### config.mk
export PLATFORM = sky130hd
export DESIGN_NAME = light_btn_cond_flat
export DESIGN_NICKNAME = d
export VERILOG_FILES = /design/src/rtl/light_btn_cond_pkg.sv /design/src/rtl/light_btn_cond_if.sv /design/src/rtl/light_btn_cond_btn_debounce.sv /design/src/rtl/light_btn_cond.sv /design/src/flat_wrapper.sv
export SDC_FILE = /design/constraint.sdc
export NUM_CORES = 1
export LEC_CHECK = 0
export CAP_MARGIN = 20
export CORE_ASPECT_RATIO = 0.8
export CORE_MARGIN = 5
export CORE_UTILIZATION = 62
export DETAILED_ROUTE_END_ITERATION = 10
export GPL_TIMING_DRIVEN = 0
export PLACE_DENSITY = 0.89
export SYNTH_ARGS = -nofsm -noshare
export SYNTH_HDL_FRONTEND = slang
export SYNTH_HIERARCHICAL = 1
export SYNTH_SLANG_ARGS = --single-unit
export TNS_END_PERCENT = 20
### constraint.sdc
create_clock -name clk -period 2.37 [get_ports clk]
set_input_delay 0.237 -clock clk [delete_from_list [all_inputs] [get_ports clk]]
set_output_delay 0.237 -clock clk [all_outputs]
set_load 0.02 [all_outputs]
### src/rtl/light_btn_cond_pkg.sv
// rtl/light_btn_cond_pkg.sv - shared constants and cycle-count helpers for the button conditioner
package light_pkg;

  // Mode switch encodings
  localparam logic [1:0] SW_RUN = 2'b00;
  localparam logic [1:0] SW_Y   = 2'b01;
  localparam logic [1:0] SW_G   = 2'b10;
  localparam logic [1:0] SW_R   = 2'b11;

  // Bit positions of the buttons within btn
  localparam int BTN_G = 0;
  localparam int BTN_Y = 1;
  localparam int BTN_R = 2;

  // Clock cycles a button level must be stable before it is accepted
  function automatic int db_cycles(input int clk_hz, input int debounce_ms);
    return clk_hz / 1000 * debounce_ms;
  endfunction

  // Clock cycles per tick_out period
  function automatic int tick_cycles(input int clk_hz, input int tick_hz);
    return clk_hz / tick_hz;
  endfunction

endpackage

### src/rtl/light_btn_cond_if.sv
// rtl/light_btn_cond_if.sv - button/mode inputs and conditioned outputs of the input stage
interface light_btn_cond_if;
  logic [2:0] btn;
  logic [1:0] sw;
  logic       control_r_out;
  logic       control_y_out;
  logic       control_g_out;
  logic       first_out;
  logic       tick_out;

  modport master (
    output btn, sw,
    input  control_r_out, control_y_out, control_g_out, first_out, tick_out
  );

  modport slave (
    input  btn, sw,
    output control_r_out, control_y_out, control_g_out, first_out, tick_out
  );
endinterface

### src/rtl/light_btn_cond_btn_debounce.sv
// rtl/light_btn_cond_btn_debounce.sv - two-flop synchroniser plus stability-counter debouncer for one button
module btn_debounce #(
  parameter int DB_CYC = 4
) (
  input  logic clk,
  input  logic rst,
  input  logic raw,
  output logic level,
  output logic rise
);
  localparam int CW = $clog2(DB_CYC);
  // The counter flips the level on the edge where it would step to DB_CYC-1,
  // so the last stored value before a flip is DB_CYC-2.
  localparam logic [CW-1:0] CNT_LAST = CW'(DB_CYC - 2);

  logic          s1;
  logic          s2;
  logic [CW-1:0] cnt;

  // Bring the raw asynchronous button into the clock domain
  always_ff @(posedge clk or negedge rst) begin
    if (!rst) begin
      s1 <= 1'b0;
      s2 <= 1'b0;
    end else begin
      s1 <= raw;
      s2 <= s1;
    end
  end

  // Accept a new level only after it has differed for DB_CYC-1 consecutive cycles
  always_ff @(posedge clk or negedge rst) begin
    if (!rst) begin
      cnt   <= '0;
      level <= 1'b0;
      rise  <= 1'b0;
    end else begin
      rise <= 1'b0;
      if (s2 == level) begin
        cnt <= '0;
      end else if (cnt == CNT_LAST) begin
        cnt   <= '0;
        level <= s2;
        rise  <= s2;
      end else begin
        cnt <= cnt + CW'(1);
      end
    end
  end
endmodule

### src/rtl/light_btn_cond.sv
// rtl/light_btn_cond.sv - debounced, gated, prioritised increment pulses plus a free-running tick
module light_btn_cond
  import light_pkg::*;
#(
  parameter int CLK_HZ      = 125_000_000,
  parameter int DEBOUNCE_MS = 10,
  parameter int TICK_HZ     = 1
) (
  input logic             clk,
  input logic             rst,
  light_btn_cond_if.slave io
);
  localparam int DB_CYC   = db_cycles(CLK_HZ, DEBOUNCE_MS);
  localparam int TICK_CYC = tick_cycles(CLK_HZ, TICK_HZ);
  localparam int TW       = $clog2(TICK_CYC);
  localparam logic [TW-1:0] TICK_LAST = TW'(TICK_CYC - 1);

  logic [2:0]    level;
  logic [2:0]    rise;
  logic [2:0]    ev;
  logic          accept;
  logic          r_nxt, y_nxt, g_nxt;
  logic          r_q, y_q, g_q;
  logic          first_q;
  logic [TW-1:0] tick_cnt;

  for (genvar i = 0; i < 3; i++) begin : g_btn
    btn_debounce #(.DB_CYC(DB_CYC)) u_db (
      .clk   (clk),
      .rst   (rst),
      .raw   (io.btn[i]),
      .level (level[i]),
      .rise  (rise[i])
    );
  end

  // Drop presses in run mode or while a press is still held; red beats yellow beats green
  always_comb begin
    accept = 1'b0;
    ev     = 3'b000;
    r_nxt  = 1'b0;
    y_nxt  = 1'b0;
    g_nxt  = 1'b0;
    accept = (io.sw != SW_RUN) && !first_q;
    ev     = rise & {3{accept}};
    r_nxt  = ev[BTN_R];
    y_nxt  = ev[BTN_Y] & ~ev[BTN_R];
    g_nxt  = ev[BTN_G] & ~ev[BTN_Y] & ~ev[BTN_R];
  end

  // Register the pulses and hold first_out until every debounced button is released
  always_ff @(posedge clk or negedge rst) begin
    if (!rst) begin
      r_q     <= 1'b0;
      y_q     <= 1'b0;
      g_q     <= 1'b0;
      first_q <= 1'b0;
    end else begin
      r_q <= r_nxt;
      y_q <= y_nxt;
      g_q <= g_nxt;
      if (r_nxt || y_nxt || g_nxt) begin
        first_q <= 1'b1;
      end else if (level == 3'b000) begin
        first_q <= 1'b0;
      end
    end
  end

  // Free-running 0..TICK_CYC-1 counter pacing the controller
  always_ff @(posedge clk or negedge rst) begin
    if (!rst) begin
      tick_cnt <= '0;
    end else if (tick_cnt == TICK_LAST) begin
      tick_cnt <= '0;
    end else begin
      tick_cnt <= tick_cnt + TW'(1);
    end
  end

  assign io.control_r_out = r_q;
  assign io.control_y_out = y_q;
  assign io.control_g_out = g_q;
  assign io.first_out     = first_q;
  assign io.tick_out      = (tick_cnt == TICK_LAST);
endmodule

### src/flat_wrapper.sv
// flat-port wrapper written by rule: the top's interface ports become plain ports
module light_btn_cond_flat import light_pkg::*;
#(
  parameter int CLK_HZ      = 125_000_000,
  parameter int DEBOUNCE_MS = 10,
  parameter int TICK_HZ     = 1
)
  (clk, rst, io_btn, io_sw, io_control_r_out, io_control_y_out, io_control_g_out, io_first_out, io_tick_out);
  light_btn_cond_if io_i ();
  input logic clk;
  input logic rst;
  input wire logic [$bits(io_i.btn)-1:0] io_btn;
  input wire logic [$bits(io_i.sw)-1:0] io_sw;
  output wire logic [$bits(io_i.control_r_out)-1:0] io_control_r_out;
  output wire logic [$bits(io_i.control_y_out)-1:0] io_control_y_out;
  output wire logic [$bits(io_i.control_g_out)-1:0] io_control_g_out;
  output wire logic [$bits(io_i.first_out)-1:0] io_first_out;
  output wire logic [$bits(io_i.tick_out)-1:0] io_tick_out;
  assign io_i.btn = io_btn;
  assign io_i.sw = io_sw;
  assign io_control_r_out = io_i.control_r_out;
  assign io_control_y_out = io_i.control_y_out;
  assign io_control_g_out = io_i.control_g_out;
  assign io_first_out = io_i.first_out;
  assign io_tick_out = io_i.tick_out;
  light_btn_cond #(.CLK_HZ(CLK_HZ), .DEBOUNCE_MS(DEBOUNCE_MS), .TICK_HZ(TICK_HZ)) u_core (.clk(clk), .rst(rst), .io(io_i));
endmodule
==> results of run 1 <==
final timing paths:
path                                    startpoint                           to  slack, ns  cells past startpoint
setup / recovery                u_core/tick_cnt[1]                  io_tick_out        0.1                      6
hold / removal                           io_btn[0]      u_core/g_btn[0].u_db/s1       0.29                      1
setup reg to reg                u_core/tick_cnt[2]          u_core/tick_cnt[23]       0.13                      4
hold reg to reg            u_core/g_btn[2].u_db/s1      u_core/g_btn[2].u_db/s2       0.35                      0
max in group asynchronous                      rst           u_core/tick_cnt[0]       1.23                      3
min in group asynchronous                      rst  u_core/g_btn[2].u_db/cnt[2]       0.43                      2
synth_stat cells (7+ instances only):
cell / number
and3_1: 16
nand4_1: 17
ha_1: 7
inv_1: 11
dfrtp_1: 106
or4_1: 11
nor4b_1: 7
a21oi_1: 27
o31ai_1: 12
xnor2_1: 27
or3_1: 16
nand2_1: 33
nor2_1: 59
o21ai_0: 18
nor4_1: 9
xor2_1: 28
nand3_1: 30
buf_2: 7
sequential cells by signal, summed over array words and instances, names as in the netlist:
register and count:
u_core/io.control_g_out 1, u_core/io.control_y_out 1, u_core/g_btn.u_db/rise 3, u_core/tick_cnt 27, u_core/g_btn.u_db/s1 3, u_core/g_btn.u_db/s2 3
u_core/io.control_r_out 1, u_core/io.first_out 1, u_core/g_btn.u_db/level 3, u_core/g_btn.u_db/cnt 63
cells in the final DEF (no fill, tap or decap), types with 6 or more instances in the layout:
cell type / count
a21oi_1: 27
and3_1: 16
and4_1: 6
buf_2: 7
buf_4: 8
clkbuf_8: 9
clkdlybuf4s50_1: 9
dfrtp_1: 105
ha_1: 6
inv_1: 11
nand2_1: 33
nand3_1: 29
nand4_1: 17
nand4_2: 6
nor2_1: 59
nor4_1: 9
nor4b_1: 7
o21ai_0: 18
o31ai_1: 12
or3_1: 16
or4_1: 11
xnor2_1: 27
xor2_1: 28
through the flow:
stage / setup WS [ns] / hold slack [ns] / setup TNS, ns / cells
floorplan: 0.296 / -0.0586 / 0 / 502
finish: 0.0993 / 0.292 / 0 / 639
CTS: 0.0553 / 0.280 / 0 / 639
global route: 0.00674 / 0.272 / 0 / 639
detailed placement: -0.604 / 0.303 / -0.604 / 622
global placement: -2.76 / 0.331 / -292.59 / 621
logic make-up after synthesis:
kind of cell    Yosys count
compound gates           66
xor+xnor                 55
fa+ha+maj                 7
buf+inv                  26
flops                   106
mux                       3
simple gates            239
critical path, delay by kind of cell (launching register included):
family	cells	cell delay (ns)
AND/OR/NAND/NOR	3	0.75
flip-flops	1	0.42
adder cells (fa/ha/maj)	1	0.18
buffers and inverters	2	0.30
per-layer routing:
layer  routed length [um]  vias to the layer above  share of wire, %
met3                  448                       20               4.5
met4                  202                        0               2.0
met1                 4590                     1883                46
li1                     -                     1864                 -
met5                    0                        -                 0
met2                 4830                       93                48
power breakdown:
group          switching, mW  leakage [nW]  internal [mW]
Clock                  0.576        0.0853          0.477
Combinational         0.0749         0.909         0.0400
Sequential            0.0183          1.45           1.82
what timing repair did:
action,CTS,global route
endpoints found under the setup margin,1,1
resized for setup,8,4
buffers inserted,2,1
pin swaps,1,1
cloned,0,0
hold endpoints to repair,47,0
hold buffers,1,0
layout make-up:
| class | instances | share of cell area (%) |
|---|---|---|
| plain buffers | 14 | 1.45 |
| clock buffers | 11 | 2.31 |
| clock inverters | 3 | 0.746 |
| inverters | 11 | 0.724 |
| multi-input cells | 370 | 43.0 |
| flip-flops and latches | 106 | 46.6 |
| well taps | 108 | 2.37 |
| repair buffers | 16 | 2.85 |
==> results_dict.tcl, run 1 <==
set metrics [dict create \
    outcome "completed" \
    postSynthCellCount 502 \
    cts_tree "done" \
    fp.dieH_um 91.9 \
    hold_viol_final 0 \
    dr.pass1.iters 5 \
    worstPathCellList "ha_4 > nand3_4 > or2_4 > nor4_4 > buf_6 > buf_2" \
    cts.sinks 106 \
    synth-xor-area-share_pct 9.27 \
    multi_input_area_sq_um 2450 \
    hp-class "primary input to flip-flop" \
    synthesis.nets 516 \
    arrival_ns 2.03 \
    yosysTopAreaCellShare_pct 51.0 \
    yosys.area_share.simple_pct 27.0 \
    core_sq_um 8060 \
    wl_mm 10.1 \
    period_share_pct 95.8 \
    die_w_um 112 \
    synth_compound_area_share_pct 7.83 \
    yosys_warnings 6 \
    worst_path_max_delay_cell "dfrtp_1" \
    utilization_pct 70.8 \
    root_buffer "clkbuf_8" \
    cts_htree_levels 3 \
    drive_above_1_share_pct 11.1 \
    synth_top_family_by_area "simple AND/OR/NAND/NOR gates" \
    grt_use_met2_pct 32.7 \
    grt-ovfl-total 0 \
    grt_start_max_net_pins 60 \
    die-area_sq_um 10300 \
    yosys_register_bits 106 \
    io_buffer_count 11 \
    synth_edf_count 0 \
    use_met3_pct 5.26 \
    gp_congestion 0.852 \
    max-cap-violations 0 \
    irDropWorstVdd_mv 0.479 \
    finalSetupViolCount 0 \
    relSlewSlack_pct 29.6 \
    synth.area.top_cells "dfrtp_1, xor2_1, xnor2_1" \
    setup.worst_path.class "flip-flop to output pin" \
    nets 542 \
    grtUsageMet1_pct 28.1 \
    start_util_pct 64.5 \
    cts_max_path_buffers 2 \
    avgViaCountPerCell 6.04 \
    syn_to_final_growth_pct 9.68 \
    antenna_left 0 \
    numCtsBuffers 9 \
    synth-main-ff-cell "dfrtp_1" \
    placed_cell_area_sq_um 5470 \
    hpwl_mm 6.90 \
    rsz0062_at_grt "false" \
    stdcell_area_sq_um 5700 \
    p_leak_nw 2.44 \
    worst_slew_pin_slew_ns 1.05 \
    synth_cell_type_count 47 \
    cts.clk_slew.worst_paths_ns 0.09 \
    clk_latency_ns 0.37 \
    start_kind "flip-flop" \
    num-fill-cells 624 \
    num_vias 3860 \
    synth_fa_ha_area_share_pct 1.69 \
    drcViolationCount 0 \
    worst_setup_path_end_kind "output pin" \
    ios 12 \
    drt_iter0_markers 358 \
    n_antenna_cell 0 \
    skew_ns 0.0128 \
    register_area_sq_um 2650 \
    synthMuxAreaShare_pct 0.795 \
    grt_util_all_layers_pct 20.8 \
    grt_pass1_vias 3741 \
    synthesis.area_sq_um 5200 \
    routedWlPerCell_um 15.7 \
    grt_pass1_wl_mm 17.6 \
    ys_async_sr_fraction_pct 100 \
    busiest_layer "met2" \
    num_rows 29 \
    timing.final.crit_period_ns 2.27 \
    critPathMaxStageDelay_ns 0.42 \
    fmax_mhz 440 \
    syn_area_per_cell_sq_um 10.4 \
    finalPower_mw 3.01 \
    synth-seq-area-share_pct 51.0 \
    critPathMaxFanout 6 \
    required_ns 2.13 \
    antenna_found_initial 0 \
    yosys.area.top_type "dfrtp_1" \
    slew_violations 0 \
    powerDensity_nw_per_um2 528 \
]
(Power assumes the default switching activity.)
==> inputs of run 2 (changes only) <==
Settings changed: CORE_UTILIZATION 62 to 63, DONT_BUFFER_PORTS set to 1, PLACE_DENSITY 0.89 to 0.88.
==> results_dict.tcl, run 2 (synthesis results as in run 1) <==
set metrics [dict create \
    antenna_left 0 \
    cts.sinks 106 \
    cts_hold_buffers 3 \
    ios 12 \
    p_seq_share_pct 62.1 \
    skew_ns 0.0146 \
    root_buffer "clkbuf_8" \
    syn_to_final_growth_pct 7.32 \
    drcViolationCount 0 \
    p_int_mw 2.26 \
    r2r_slack_ns 0.15 \
    num_vias 3900 \
    violations "hold timing" \
    die_w_um 112 \
    p_sw_mw 0.708 \
    io_buffer_count 0 \
    numCtsBuffers 9 \
    fp.dieH_um 91.2 \
    cts_tree "done" \
    grt_util_all_layers_pct 21.8 \
    top_regs "u_core/g_btn.u_db/cnt x63, u_core/tick_cnt x27" \
    outcome "complete, but fails checks" \
    cts_max_path_buffers 2 \
    ff2ff_path_depth 4 \
    r2r_end "u_core/tick_cnt[23]" \
    fmax_mhz 450 \
    whs_ns -0.456 \
    irDropWorstVdd_mv 0.437 \
    drive_above_1_share_pct 10.9 \
    top_register "u_core/g_btn.u_db/cnt" \
    grt_pass1_vias 3824 \
    worst_slew_pin_slew_ns 1.10 \
    period_share_pct 93.8 \
    required_ns 2.63 \
    grt-ovfl-total 0 \
    p_leak_nw 2.39 \
    arrival_ns 2.49 \
    placed_cells 610 \
    nets 532 \
    finalPower_mw 2.97 \
    worst_setup_path_end_kind "flip-flop" \
    layout_commonest_cell "dfrtp_1" \
    placed_cell_area_sq_um 5330 \
    timing.final.crit_period_ns 2.22 \
    utilization_pct 69.9 \
    p_sw_share_pct 23.8 \
    stdcell_area_sq_um 5580 \
    largest_reg_flops 63 \
    grt_pass1_wl_mm 18.2 \
    die-area_sq_um 10200 \
    powerDensity_nw_per_um2 533 \
    avgViaCountPerCell 6.18 \
    relSlewSlack_pct 26.3 \
    setup.worst_path.class "flip-flop to flip-flop" \
    antenna_found_initial 0 \
    rsz0062_at_grt "false" \
    grt_start_max_net_pins 107 \
    comb_power_share_pct 2.3 \
    clk_latency_ns 0.38 \
    max-cap-violations 0 \
    n_antenna_cell 0 \
    dr.pass1.iters 5 \
    hpwl_mm 6.93 \
    r2r_start "u_core/tick_cnt[2]" \
    final_cell_mix "dfrtp_1, nor2_1, nand2_1" \
    hp-class "primary input to async pin" \
    cts_htree_levels 3 \
    start_kind "flip-flop" \
    finalSetupViolCount 0 \
    wl_mm 10.4 \
    routedWlPerCell_um 16.5 \
    num_rows 29 \
    gp_congestion 0.857 \
    critPathMaxFanout 7 \
    pwr-share-clk_pct 35.6 \
    start_util_pct 65.1 \
    cts.clk_slew.worst_paths_ns 0.11 \
    drt_iter0_markers 273 \
    slew_violations 0 \
    finalNonFillerCells 631 \
    hold_viol_final 106 \
    core_sq_um 7980 \
]
run 2: changes by cell type in the layout (fill, tap and decap cells not counted), sizes merged:
cell / before / now
buf: 17 / 13
bufinv: 1 / 0
clkdlybuf4s50: 9 / 0
clkinv: 1 / 2
dlygate4sd3: 1 / 3
inv: 11 / 14
run 2: critical path, stage by stage (launching register included):
cell	delay [ns]
dfrtp_1	0.44
nand4_1	0.31
nor4_1	0.98
nand4_1	0.21
xnor2_1	0.18
run 2: what timing repair did:
action,CTS,global route
cloned,0,1
resized for setup,2,3
buffers inserted,1,0
hold endpoints to repair,109,106
endpoints found under the setup margin,10,1
pin swaps,1,0
run 2: power groups by stage:
stage	Sequential (mW)	Combinational, mW	Clock [mW]
global route	1.85	0.0778	1.17
finish	1.84	0.0680	1.06
CTS	1.84	0.0679	1.09
global placement	1.88	0.0605	0
detailed placement	1.88	0.0635	0
floorplan	1.87	0.0502	0
run 2: stage by stage:
step / setup slack (ns) / setup TNS, ns
floorplan: 0.296 / 0
detailed placement: -0.101 / -0.851
CTS: 0.0525 / 0
global route: 0.0147 / 0
finish: 0.146 / 0
global placement: 0.00329 / 0
run 2: worst max-delay path by stage:
stage | startpoint | endpoint | slack, ns | depth (start not counted)
final | u_core/tick_cnt[2] | u_core/tick_cnt[23] | 0.15 | 4
after CTS | u_core/tick_cnt[0] | io_tick_out | 0.05 | 5
after global placement | u_core/tick_cnt[0] | io_tick_out | 0.003 | 5
after detailed placement | u_core/tick_cnt[0] | io_tick_out | -0.10 | 5
after floorplan | u_core/tick_cnt[0] | io_tick_out | 0.30 | 5
after global routing | u_core/tick_cnt[2] | u_core/tick_cnt[23] | 0.01 | 4
run 2: final cells by class:
type,count,area (sq um)
Timing Repair Buffer,5,42.5
Inverter,11,41.3
Fill cell,578,2410
Tap cell,108,135
Sequential cell,106,2650
Multi-Input combinational cell,370,2430
Clock inverter,6,58.8
Buffer,15,86.3
Clock buffer,10,128
run 2: routing by layer:
metal	global-route usage, %	vias up	share of wire [%]
met2	35.2	119	49
li1	-	1846	-
met4	5.88	0	1.2
met5	0	-	0
met1	29.3	1919	44
met3	6.38	16	5.4
==> inputs of run 3 (changes only) <==
Settings changed: CELL_PAD_IN_SITES_DETAIL_PLACEMENT set to 1, CELL_PAD_IN_SITES_GLOBAL_PLACEMENT set to 1, CORE_UTILIZATION 63 to 55, PLACE_DENSITY 0.88 to 0.89.
Clock period 2.37 ns to 2.8 ns, I/O delays scaled along.
==> results_dict.tcl, run 3 (synthesis results as in run 1) <==
set metrics [dict create \
    antenna_found_initial 0 \
    timing.final.crit_period_ns 2.63 \
    num-fill-cells 1004 \
    dr.pass1.iters 4 \
    hpwl_mm 7.99 \
    critPathTopFamily "simple AND/OR/NAND/NOR gates" \
    fp.dieH_um 96.9 \
    tns_ns 0 \
    placed_cell_area_sq_um 5340 \
    arrival_ns 2.35 \
    p_leak_nw 2.47 \
    outcome "completed" \
    hp-class "primary input to flip-flop" \
    io_buffer_count 0 \
    cts.sinks 106 \
    worstPathCellList "ha_1 > nand3_1 > or2_2 > nor4_4 > buf_4 > clkbuf_4" \
    register_area_sq_um 2650 \
    cts_tree "done" \
    relSlewSlack_pct 64.6 \
    grt_util_all_layers_pct 21.8 \
    drt_iter0_markers 292 \
    critPathMaxStageDelay_ns 0.41 \
    clk_latency_ns 0.34 \
    utilization_pct 62.8 \
    cts_max_path_buffers 2 \
    syn_to_final_growth_pct 10.5 \
    wl_mm 11.9 \
    n_antenna_cell 0 \
    start_kind "flip-flop" \
    root_buffer "clkbuf_16" \
    numCtsBuffers 9 \
    ios 12 \
    drcViolationCount 0 \
    worst_path_max_delay_cell "or2_2" \
    nets 536 \
    critPathMaxFanout 10 \
    top_register "u_core/g_btn.u_db/cnt" \
    whs_ns 0.165 \
    num_rows 31 \
    layout_commonest_cell "dfrtp_1" \
    num_vias 3884 \
    top_regs "u_core/g_btn.u_db/cnt x63, u_core/tick_cnt x27" \
    period_share_pct 93.8 \
    antenna_left 0 \
    irDropWorstVdd_mv 0.403 \
    cts_htree_levels 3 \
    grt_pass1_vias 4248 \
    skew_ns 0.00652 \
    final_cell_mix "dfrtp_1, nor2_1, nand2_1" \
    powerDensity_nw_per_um2 513 \
    slew_violations 0 \
    core_sq_um 9150 \
    grt_pass1_wl_mm 20.7 \
    multi_input_area_sq_um 2420 \
    cts.clk_slew.worst_paths_ns 0.07 \
    critPathBufInv 2 \
    setup.worst_path.class "flip-flop to output pin" \
    rsz0062_at_grt "false" \
    finalSetupViolCount 0 \
    routedWlPerCell_um 18.5 \
    hold_viol_final 0 \
    grt_start_max_net_pins 107 \
    finalPower_mw 2.95 \
    max-cap-violations 0 \
    grt-ovfl-total 0 \
    start_util_pct 56.8 \
    worst_setup_path_end_kind "output pin" \
    required_ns 2.52 \
    worst_slew_pin_slew_ns 0.526 \
    die_w_um 119 \
    gp_congestion 0.786 \
    fmax_mhz 381 \
    largest_reg_flops 63 \
    die-area_sq_um 11500 \
    drive_above_1_share_pct 11.0 \
    stdcell_area_sq_um 5740 \
    avgViaCountPerCell 6.05 \
]
[run 3: changes by cell type in the layout (fill, tap and decap cells not counted), sizes merged]
cell / delta
clkbuf: +4
inv: -3
buf: +1
bufinv: +1
clkinv: -1
clkinvlp: +1
dlygate4sd3: +1
[run 3: worst paths after layout]
kind,to,startpoint,slack [ns],cells past startpoint
max,io_tick_out,u_core/tick_cnt[0],0.17,6
min,u_core/io.control_r_out,io_sw[0],0.16,2
max reg2reg,u_core/tick_cnt[12],u_core/tick_cnt[0],0.60,7
min reg2reg,u_core/g_btn[2].u_db/s2,u_core/g_btn[2].u_db/s1,0.36,0
max in group asynchronous,u_core/g_btn[0].u_db/cnt[19],rst,1.87,2
min in group asynchronous,u_core/io.first_out,rst,0.53,2
[run 3: area by class of cell]
type	count	area share, %
multi-input combinational	370	42.2
timing repair buffer	9	1.66
clock inverter	4	0.871
clock buffer	12	4.47
tap	115	2.50
inverter	11	0.719
buffer	15	1.44
sequential	106	46.2
[run 3: routing by layer]
metal,global-route usage [%],vias to the layer above,share of wire [%]
li1,-,1844,-
met1,27.9,1972,46
met2,36.9,50,50
met3,5.01,18,2.6
met4,6.68,0,1.4
met5,0,-,0
[run 3: per-stage QoR]
step | worst slack [ns] | cells
after floorplan | 0.683 | 502
after global placement | 0.336 | 617
after detailed placement | 0.261 | 617
after CTS | 0.0153 | 638
after global routing | 0.00462 | 642
final | 0.173 | 642
[run 3: report_power, final]
group	internal [mW]	leakage, nW	switching [mW]
Combinational	0.0301	0.881	0.0640
Sequential	1.55	1.45	0.0184
Clock	0.741	0.145	0.549
[run 3: what timing repair did]
action,CTS,global route
setup buffers,0,3
pin swaps,1,1
cloned,0,0
endpoints found under the hold margin,109,0
hold buffers,5,0
gates resized for setup,0,1
endpoints found under the setup margin,1,1
